`src/rtl/adder_in_packer_pkg.sv`:
```
// adder_in_packer_pkg: shared operand layout and packer state encoding
package adder_in_packer_pkg;

    localparam int INS_W = 33;

    typedef struct packed {
        logic [7:0] w;
        logic [7:0] z;
        logic [7:0] y;
        logic [7:0] x;
    } s1_t;

    typedef struct packed {
        logic cin;
        s1_t  s1;
    } ins_t;

    typedef enum logic [2:0] {SX, SY, SZ, SW, RESYNC} state_t;

endpackage

```
`src/rtl/adder_in_packer_idle_timer.sv`:
```
// packer_idle_timer: counts idle cycles inside a frame and flags expiry
module packer_idle_timer #(
    parameter int TIMEOUT = 16
) (
    input  logic clk,
    input  logic rst_n,
    input  logic clear,
    input  logic enable,
    output logic expire
);

    localparam int W = TIMEOUT > 1 ? $clog2(TIMEOUT) : 1;
    localparam logic [W-1:0] LAST = W'(TIMEOUT > 0 ? TIMEOUT - 1 : 0);

    logic [W-1:0] cnt;

    // expiry fires on the idle cycle that would bring the count up to TIMEOUT
    assign expire = (TIMEOUT != 0) && enable && !clear && (cnt == LAST);

    // idle counter: cleared on demand, restarts after expiry, frozen when disabled
    always_ff @(posedge clk or negedge rst_n) begin
        if (!rst_n)
            cnt <= '0;
        else if (clear || TIMEOUT == 0)
            cnt <= '0;
        else if (enable)
            cnt <= expire ? '0 : cnt + 1'b1;
    end

endmodule

```
`src/rtl/adder_in_packer.sv`:
```
// adder_in_packer: assembles 4-byte frames into packed adder operand words
module adder_in_packer
    import adder_in_packer_pkg::*;
#(
    parameter int TIMEOUT = 16,
    parameter int CNT_W   = 16
) (
    input  logic             clk,
    input  logic             rst_n,
    input  logic [7:0]       in_data,
    input  logic             in_valid,
    output logic             in_ready,
    input  logic             in_last,
    input  logic             in_cin,
    output logic [INS_W-1:0] ins,
    output logic             ins_valid,
    input  logic             ins_ready,
    output logic             frame_err,
    output logic             timeout_err,
    output logic [CNT_W-1:0] word_cnt
);

    state_t state;
    s1_t    frame_r;
    logic   cin_r;
    ins_t   ins_r;
    logic   accept;
    logic   busy;
    logic   expire;

    // only the final byte can be refused, and only while the previous word is stuck
    assign in_ready = !(state == SW && ins_valid && !ins_ready);
    assign accept   = in_valid && in_ready;
    assign busy     = (state == SY) || (state == SZ) || (state == SW);
    assign ins      = ins_r;

    packer_idle_timer #(.TIMEOUT(TIMEOUT)) u_timer (
        .clk    (clk),
        .rst_n  (rst_n),
        .clear  (accept || !busy),
        .enable (busy && in_ready && !accept),
        .expire (expire)
    );

    // frame assembly FSM with registered word, error pulses and counter
    always_ff @(posedge clk or negedge rst_n) begin
        if (!rst_n) begin
            state       <= SX;
            frame_r     <= '0;
            cin_r       <= 1'b0;
            ins_r       <= '0;
            ins_valid   <= 1'b0;
            frame_err   <= 1'b0;
            timeout_err <= 1'b0;
            word_cnt    <= '0;
        end else begin
            frame_err   <= 1'b0;
            timeout_err <= 1'b0;
            if (ins_valid && ins_ready)
                ins_valid <= 1'b0;
            if (accept) begin
                case (state)
                    SX: begin
                        frame_r.x <= in_data;
                        cin_r     <= in_cin;
                        frame_err <= in_last;
                        state     <= in_last ? SX : SY;
                    end
                    SY: begin
                        frame_r.y <= in_data;
                        frame_err <= in_last;
                        state     <= in_last ? SX : SZ;
                    end
                    SZ: begin
                        frame_r.z <= in_data;
                        frame_err <= in_last;
                        state     <= in_last ? SX : SW;
                    end
                    SW: begin
                        if (in_last) begin
                            ins_r     <= '{cin: cin_r, s1: '{w: in_data, z: frame_r.z, y: frame_r.y, x: frame_r.x}};
                            ins_valid <= 1'b1;
                            word_cnt  <= word_cnt + 1'b1;
                            state     <= SX;
                        end else begin
                            frame_err <= 1'b1;
                            state     <= RESYNC;
                        end
                    end
                    default: state <= in_last ? SX : RESYNC;
                endcase
            end else if (expire) begin
                timeout_err <= 1'b1;
                state       <= SX;
            end
        end
    end

endmodule

```
`config.mk`:
```
export PLATFORM = sky130hd
export DESIGN_NAME = adder_in_packer
export DESIGN_NICKNAME = d
export VERILOG_FILES = /design/src/rtl/adder_in_packer_pkg.sv /design/src/rtl/adder_in_packer_idle_timer.sv /design/src/rtl/adder_in_packer.sv
export SDC_FILE = /design/constraint.sdc
export NUM_CORES = 1
export LEC_CHECK = 0
export ABC_AREA = 1
export CAP_MARGIN = 20
export CORE_ASPECT_RATIO = 0.75
export CORE_MARGIN = 3
export CORE_UTILIZATION = 40
export CTS_CLUSTER_DIAMETER = 150
export DETAILED_ROUTE_END_ITERATION = 8
export PLACE_DENSITY_LB_ADDON = 0.25
export SETUP_SLACK_MARGIN = 0.4
export SYNTH_ARGS = -nofsm -noshare
export SYNTH_HDL_FRONTEND = slang
export SYNTH_HIERARCHICAL = 1
export SYNTH_SLANG_ARGS = --single-unit
```
`constraint.sdc`:
```
create_clock -name clk -period 1.8 [get_ports clk]
set_clock_uncertainty 0.2 [all_clocks]
set_input_delay 0.18 -clock clk [delete_from_list [all_inputs] [get_ports clk]]
set_output_delay 0.18 -clock clk [all_outputs]
set_load 0.01 [all_outputs]
```
## Yosys cells after proc, flatten, opt, wreduce, memory -nomap -nowiden

Index checks and enable logic that the tools add are counted.

| operators by class | value |
|---|---|
| add/sub/neg operators | 2 |
| reduce and logical (&&, ||, !) cells | 24 |
| equal/unequal tests | 4 |
| muxes and demuxes | 19 |

Operators by type and width:

| kind | number |
|---|---|
| adder 16 x 1 -> 16 bit, second input constant | 1 |
| 2-to-1 mux 4 bit | 3 |
| 2-to-1 mux 1 bit | 9 |
| 2-to-1 mux 3 bit | 3 |
| one-hot mux 3 bit (3 select lines) | 1 |
| logical AND 1 bit | 8 |
| == test 3 x 2 -> 1 bit, second input constant | 2 |
| AND reduction 2 bit | 3 |
| zero test 1 bit | 5 |
| adder 4 x 1 -> 4 bit, second input constant | 1 |
| == test 4 bit, second input constant | 1 |
| 2-to-1 mux 2 bit | 2 |
| nonzero test 2 bit | 2 |
| == test 3 x 1 -> 1 bit, second input constant | 1 |
| zero test 3 bit | 1 |
| logical OR 1 bit | 3 |
| AND reduction 3 bit | 1 |
| OR reduction 3 bit | 1 |
| one-hot mux 1 bit (2 select lines) | 1 |

| word-level totals | value |
|---|---|
| flip-flop bits (word level) | 84 |
| logic and storage cells | 64 |
| bits of input ports | 14 |
| output and inout bits | 53 |

## Depth between registers and ports, before layout

| logic depth | value |
|---|---|
| depth in word-level cells | 12 |
| mapped depth | 12 |

## By module

The synthesis kept the hierarchy.

By module, submodules not included:

| module | cells an instance | area each (µm²) | instances | seq. area each (µm²) |
|---|---|---|---|---|
| adder_in_packer | 395 | 3420.8 | 1 | 2001.9 |
| packer_idle_timer | 26 | 230.2 | 1 | 100.1 |

## Worst setup path after synthesis

Ideal clock, no wire load.

| timing path | value |
|---|---|
| kind | register to register |
| start | register ins_valid |
| end | register state[2] |
| data required time | 1.470 ns |
| setup slack | 0.114 ns |
| library setup time | 0.130 ns |
| arrival time | 1.356 ns |
| cell stages (with the launch flop) | 12 |
| path through | dfrtp_1 inv_1 nor2_1 a21oi_4 inv_1 nand2_1 nor2_4 inv_1 nor2_1 inv_1 nand2_1 o21ai_0 |

| on the way | value |
|---|---|
| cells in the longest elaborated chain, start to end | 9 |
| elaborated cells on any way between the ends | 13 |

RTL lines:

| what | line | text |
|---|---|---|
| start, declared | adder_in_packer.sv:16 | `output logic ins_valid,` |
| start signal, assigned | adder_in_packer.sv:52 | `ins_valid <= 1'b0;` |
| start signal, assigned | adder_in_packer.sv:60 | `ins_valid <= 1'b0;` |
| start signal, assigned | adder_in_packer.sv:82 | `ins_valid <= 1'b1;` |
| logical AND 1 bit * (2 in series) | adder_in_packer.sv:32 | `assign in_ready = !(state == SW && ins_valid && !ins_ready);` |
| zero test 1 bit * | adder_in_packer.sv:32 |  |
| logical AND 1 bit | adder_in_packer.sv:33 | `assign accept = in_valid && in_ready;` |
| zero test 1 bit / logical OR 1 bit (equally long branches) | adder_in_packer.sv:41, adder_in_packer.sv:40 |  |
| logical AND 1 bit / zero test 1 bit (equally long branches) | adder_in_packer.sv:41, adder_in_packer_idle_timer.sv:18 |  |
| logical AND 1 bit * (2 in series) | adder_in_packer_idle_timer.sv:18 | `assign expire = (TIMEOUT != 0) && enable && !clear && (cnt == LAST);` |
| via expire | adder_in_packer.sv:29 | `logic expire;` |
| nonzero test 2 bit (no line) * | - |  |
| end signal, assigned | adder_in_packer.sv:67 | `state <= in_last ? SX : SY;` |
| end signal, assigned | adder_in_packer.sv:72 | `state <= in_last ? SX : SZ;` |
| end signal, assigned | adder_in_packer.sv:77 | `state <= in_last ? SX : SW;` |
| end, declared | adder_in_packer.sv:23 | `state_t state;` |

The timed path passes the listed nets; every way through them passes the cells marked *.
A chain may end at the register's enable or synchronous reset.

## Worst setup path after layout

| timing path | value |
|---|---|
| start | register state[1] |
| end | register u_timer.cnt[1] |

| on the way | value |
|---|---|
| cells in the longest elaborated chain, start to end | 12 |
| elaborated cells on any way between the ends | 21 |

RTL lines:

| what | line | text |
|---|---|---|
| == test 3 x 2 -> 1 bit | adder_in_packer.sv:32, adder_in_packer.sv:34 |  |
| logical AND 1 bit (2 in series) | adder_in_packer.sv:32 |  |
| zero test 1 bit | adder_in_packer.sv:32 |  |
| logical AND 1 bit | adder_in_packer.sv:33 |  |
| zero test 1 bit / logical OR 1 bit (equally long branches) | adder_in_packer.sv:41, adder_in_packer.sv:40 |  |
| logical AND 1 bit / zero test 1 bit (equally long branches) | adder_in_packer.sv:41, adder_in_packer_idle_timer.sv:18 |  |
| logical AND 1 bit (2 in series) | adder_in_packer_idle_timer.sv:18 |  |
| 2-to-1 mux 4 bit | adder_in_packer_idle_timer.sv:27 | `cnt <= expire ? '0 : cnt + 1'b1;` |
| 2-to-1 mux 4 bit | adder_in_packer_idle_timer.sv:26 | `else if (enable)` |
| 2-to-1 mux 4 bit | adder_in_packer_idle_timer.sv:24 | `else if (clear \|\| TIMEOUT == 0)` |
| end signal, assigned | adder_in_packer_idle_timer.sv:27 |  |
| end, declared | adder_in_packer_idle_timer.sv:15 | `logic [W-1:0] cnt;` |

Several ways; a longest one is shown, not always the timed one. The select of a mux whose other input is x is not followed.

==> run summary <==
Outcome = finished, final reports clean
ANT nets after route = 0
Final period util = 98.18%
Final Hold Viols = 0
M3 GR Usage = 4.648%
Crit path cell chain = nand2_2, nor2_4, buf_6, a21oi_4, inv_2, nand2_4, buf_4, buf_6, nor2_4, a22o_1
GRT Residual Overflow = 0
WP data required = 1820 ps
H-tree lvl count = 3
Synth top area share = 57.57%
# fillers = 670
Die X-Extent = 116.3 um
RSZ-0062 raised after global routing = true
Leak pwr = 2.916 nW
CTS Buf Count = 9
Global-route wire length before repair = 15640 um
Die height = 88.74 um
Fin. max-slew vios = 0
DIE AREA = 10320 sq um
Layer with the highest usage = met2
Delay-heaviest family, CP = flip-flops
Yosys warning count = 6
Non-Filler Instances = 685
Mapped Nets = 437
HPWL Detailed = 5854 um
Gate Count Post-Synth = 421
WL final = 11260 um
Post-synth top area cell = dfrtp_1
Placement Rows = 29
Avg Inst Size Synth = 8.672 sq um
Synth Cell Area = 3651 sq um
Drt pass-1 iters = 5
Slew @ Worst Pin = 382.7 ps
CTS tree = done
Met1 GRT Util = 26.84%
Register area = 2111 sq um
Placed cell area = 4543 sq um
Synth area leaders = dfrtp_1 58%, nand2_1 19%, inv_1 3.7%
Antenna Cells = 0
Post-Route Setup TNS = 0 ps
Worst path buffer plus inverter count = 4
Initial antenna violation count = 0
Async set-reset flop share out of synthesis = 100.0%
Final Util = 67.32%
Post-synth EDFFs = 0
Avg Vias per Cell = 5.035
Synth Flop Type = dfrtp_1
DR WL/cell = 16.44 um
Clock edge transition at the registers on the reported setup and hold paths = 60 ps
# DRC = 0
Placed Cells = 603
Max Cap Viol = 0
Total Power = 6.332 mW
Core area = 8672 sq um
Rel. slew slack = 74.49%
Met2 Use GR = 30.69%
Multi-input logic area = 1713 sq um
CP arrival = 1780 ps
Peak VDD IR = 0.7732 mV
Via count = 3449
Startpoint Class = register
Clock Latency Late Sink = 330 ps
Layout area overhead = 59.90%
Critical path class = reg2reg
Root buf cell = clkbuf_16
GRT Total Usage = 19.51%
Cell area after layout = 5838 sq um
Power Density = 1085 nW/um^2
Fraction of layout cells with a size suffix above 1 = 39.17%
Port Buffers = 66
Final Net Count = 588
Final GP Congestion = 0.8416
Io pins = 67
Yosys reg bits = 84
Library cells used by synthesis = 28
Num Clock Sinks = 84
Vias in the first global route = 3158
Most frequent cells after synthesis = 182 x nand2_1, 84 x dfrtp_1, 36 x inv_1, 26 x o21ai_0
Clock tree buffer depth = 2
Worst Hold Class = in2async
Register area share after synthesis = 57.57%
Final min period = 1767 ps
Initial DRC Count = 183
Slowest cell on crit path = dfrtp_1
Max Freq = 565.8 MHz
Top-count cell post-synth = nand2_1
Largest net degree at the start of global routing = 27
CP max stage delay = 420 ps
Starting Density = 42.10%
Setup violators final = 0
Worst setup EP type = register
Crit Path Max Fanout = 4
timing repair:
| item | 4_1_cts | 5_1_grt |
|---|---|---|
| buffers inserted | 29 | 23 |
| pin swaps | 14 | 53 |
| setup endpoints to repair | 121 | 118 |
| gates cloned | 4 | 9 |
| hold buffers | 1 | 0 |
| resized for setup | 122 | 156 |
| endpoints found under the hold margin | 84 | 0 |
where the power goes:
group	switching [mW]	internal, mW	leakage, nW
sequential	0.367	2.38	1.10
combinational	0.878	0.896	1.68
clock	0.732	1.08	0.134
kinds of logic after synthesis:
group                      after synthesis  share of synthesized area, %
and+or+nand+nor                        233                         26.90
xor gates and xnor gates                 5                         1.405
DFF                                     84                         57.57
buffers and inverters                   50                         6.580
AOI/OAI and AO/OA                       47                         6.854
adders and majority gates                2                        0.6853
sequential cells by signal (all words and copies together) (netlist names), 3 cells and up:
register	flops
ins	33
frame_r	24
word_cnt	16
u_timer/cnt	4
state	3
area by class of cell:
cell class,instances,share of cell area (%)
Multi-Input combinational cell,289,29.34
Inverter,38,2.615
Clock inverter,3,0.7930
Sequential cell,84,36.16
Tap cell,108,2.315
Timing Repair Buffer,150,24.67
Clock buffer,13,4.115
metrics by stage:
step / worst slack (ps) / hold WS, ps
after floorplan: 200.9 / -315.6
after global placement: -16.07 / -79.80
after detailed placement: -53.75 / -76.28
after CTS: 147.9 / 111.9
after global routing: -60.34 / 141.3
final: 32.72 / 108.5
worst reg2reg max path: cells and delay by family (launching register included):
family | cells | cell delay, ps
flip-flops | 1 | 420
buffers and inverters | 4 | 400
AO/OA/AOI/OAI | 2 | 370
AND/OR/NAND/NOR | 4 | 250
path summary, 6_finish.rpt:
path                              from             end  slack (ps)  cells past startpoint
max in group asynchronous        rst_n      frame_r[9]         660                      3
min reg2reg                frame_r[15]         ins[15]         270                      2
min in group clk                in_cin           cin_r         190                      3
min                              rst_n    word_cnt[14]         110                      2
max                           state[1]  u_timer/cnt[1]          30                     10
max reg2reg                   state[1]  u_timer/cnt[1]          30                     10
metal layers:
metal	up-vias	part of all wire (%)
li1	1651	-
met1	1688	43
met2	91	50
met3	19	5.2
met4	0	1.7
met5	-	0
cell usage in the layout (no fill, tap or decap), types with 9 or more instances in the layout:
master	Yosys	layout
buf_4	3	51
buf_6	5	21
clkbuf_16	0	14
clkbuf_2	0	13
clkdlybuf4s15_1	0	25
clkdlybuf4s50_1	0	12
dfrtp_1	84	77
dlygate4sd2_1	0	12
inv_1	36	28
nand2_1	182	123
nand2_2	2	42
nand2_4	0	19
nand3_1	14	14
nor2_1	17	11
nor2_4	4	9
o21ai_0	26	13
o21ai_1	17	14
o21ai_2	0	15
Power figures use the tool's default switching activity.
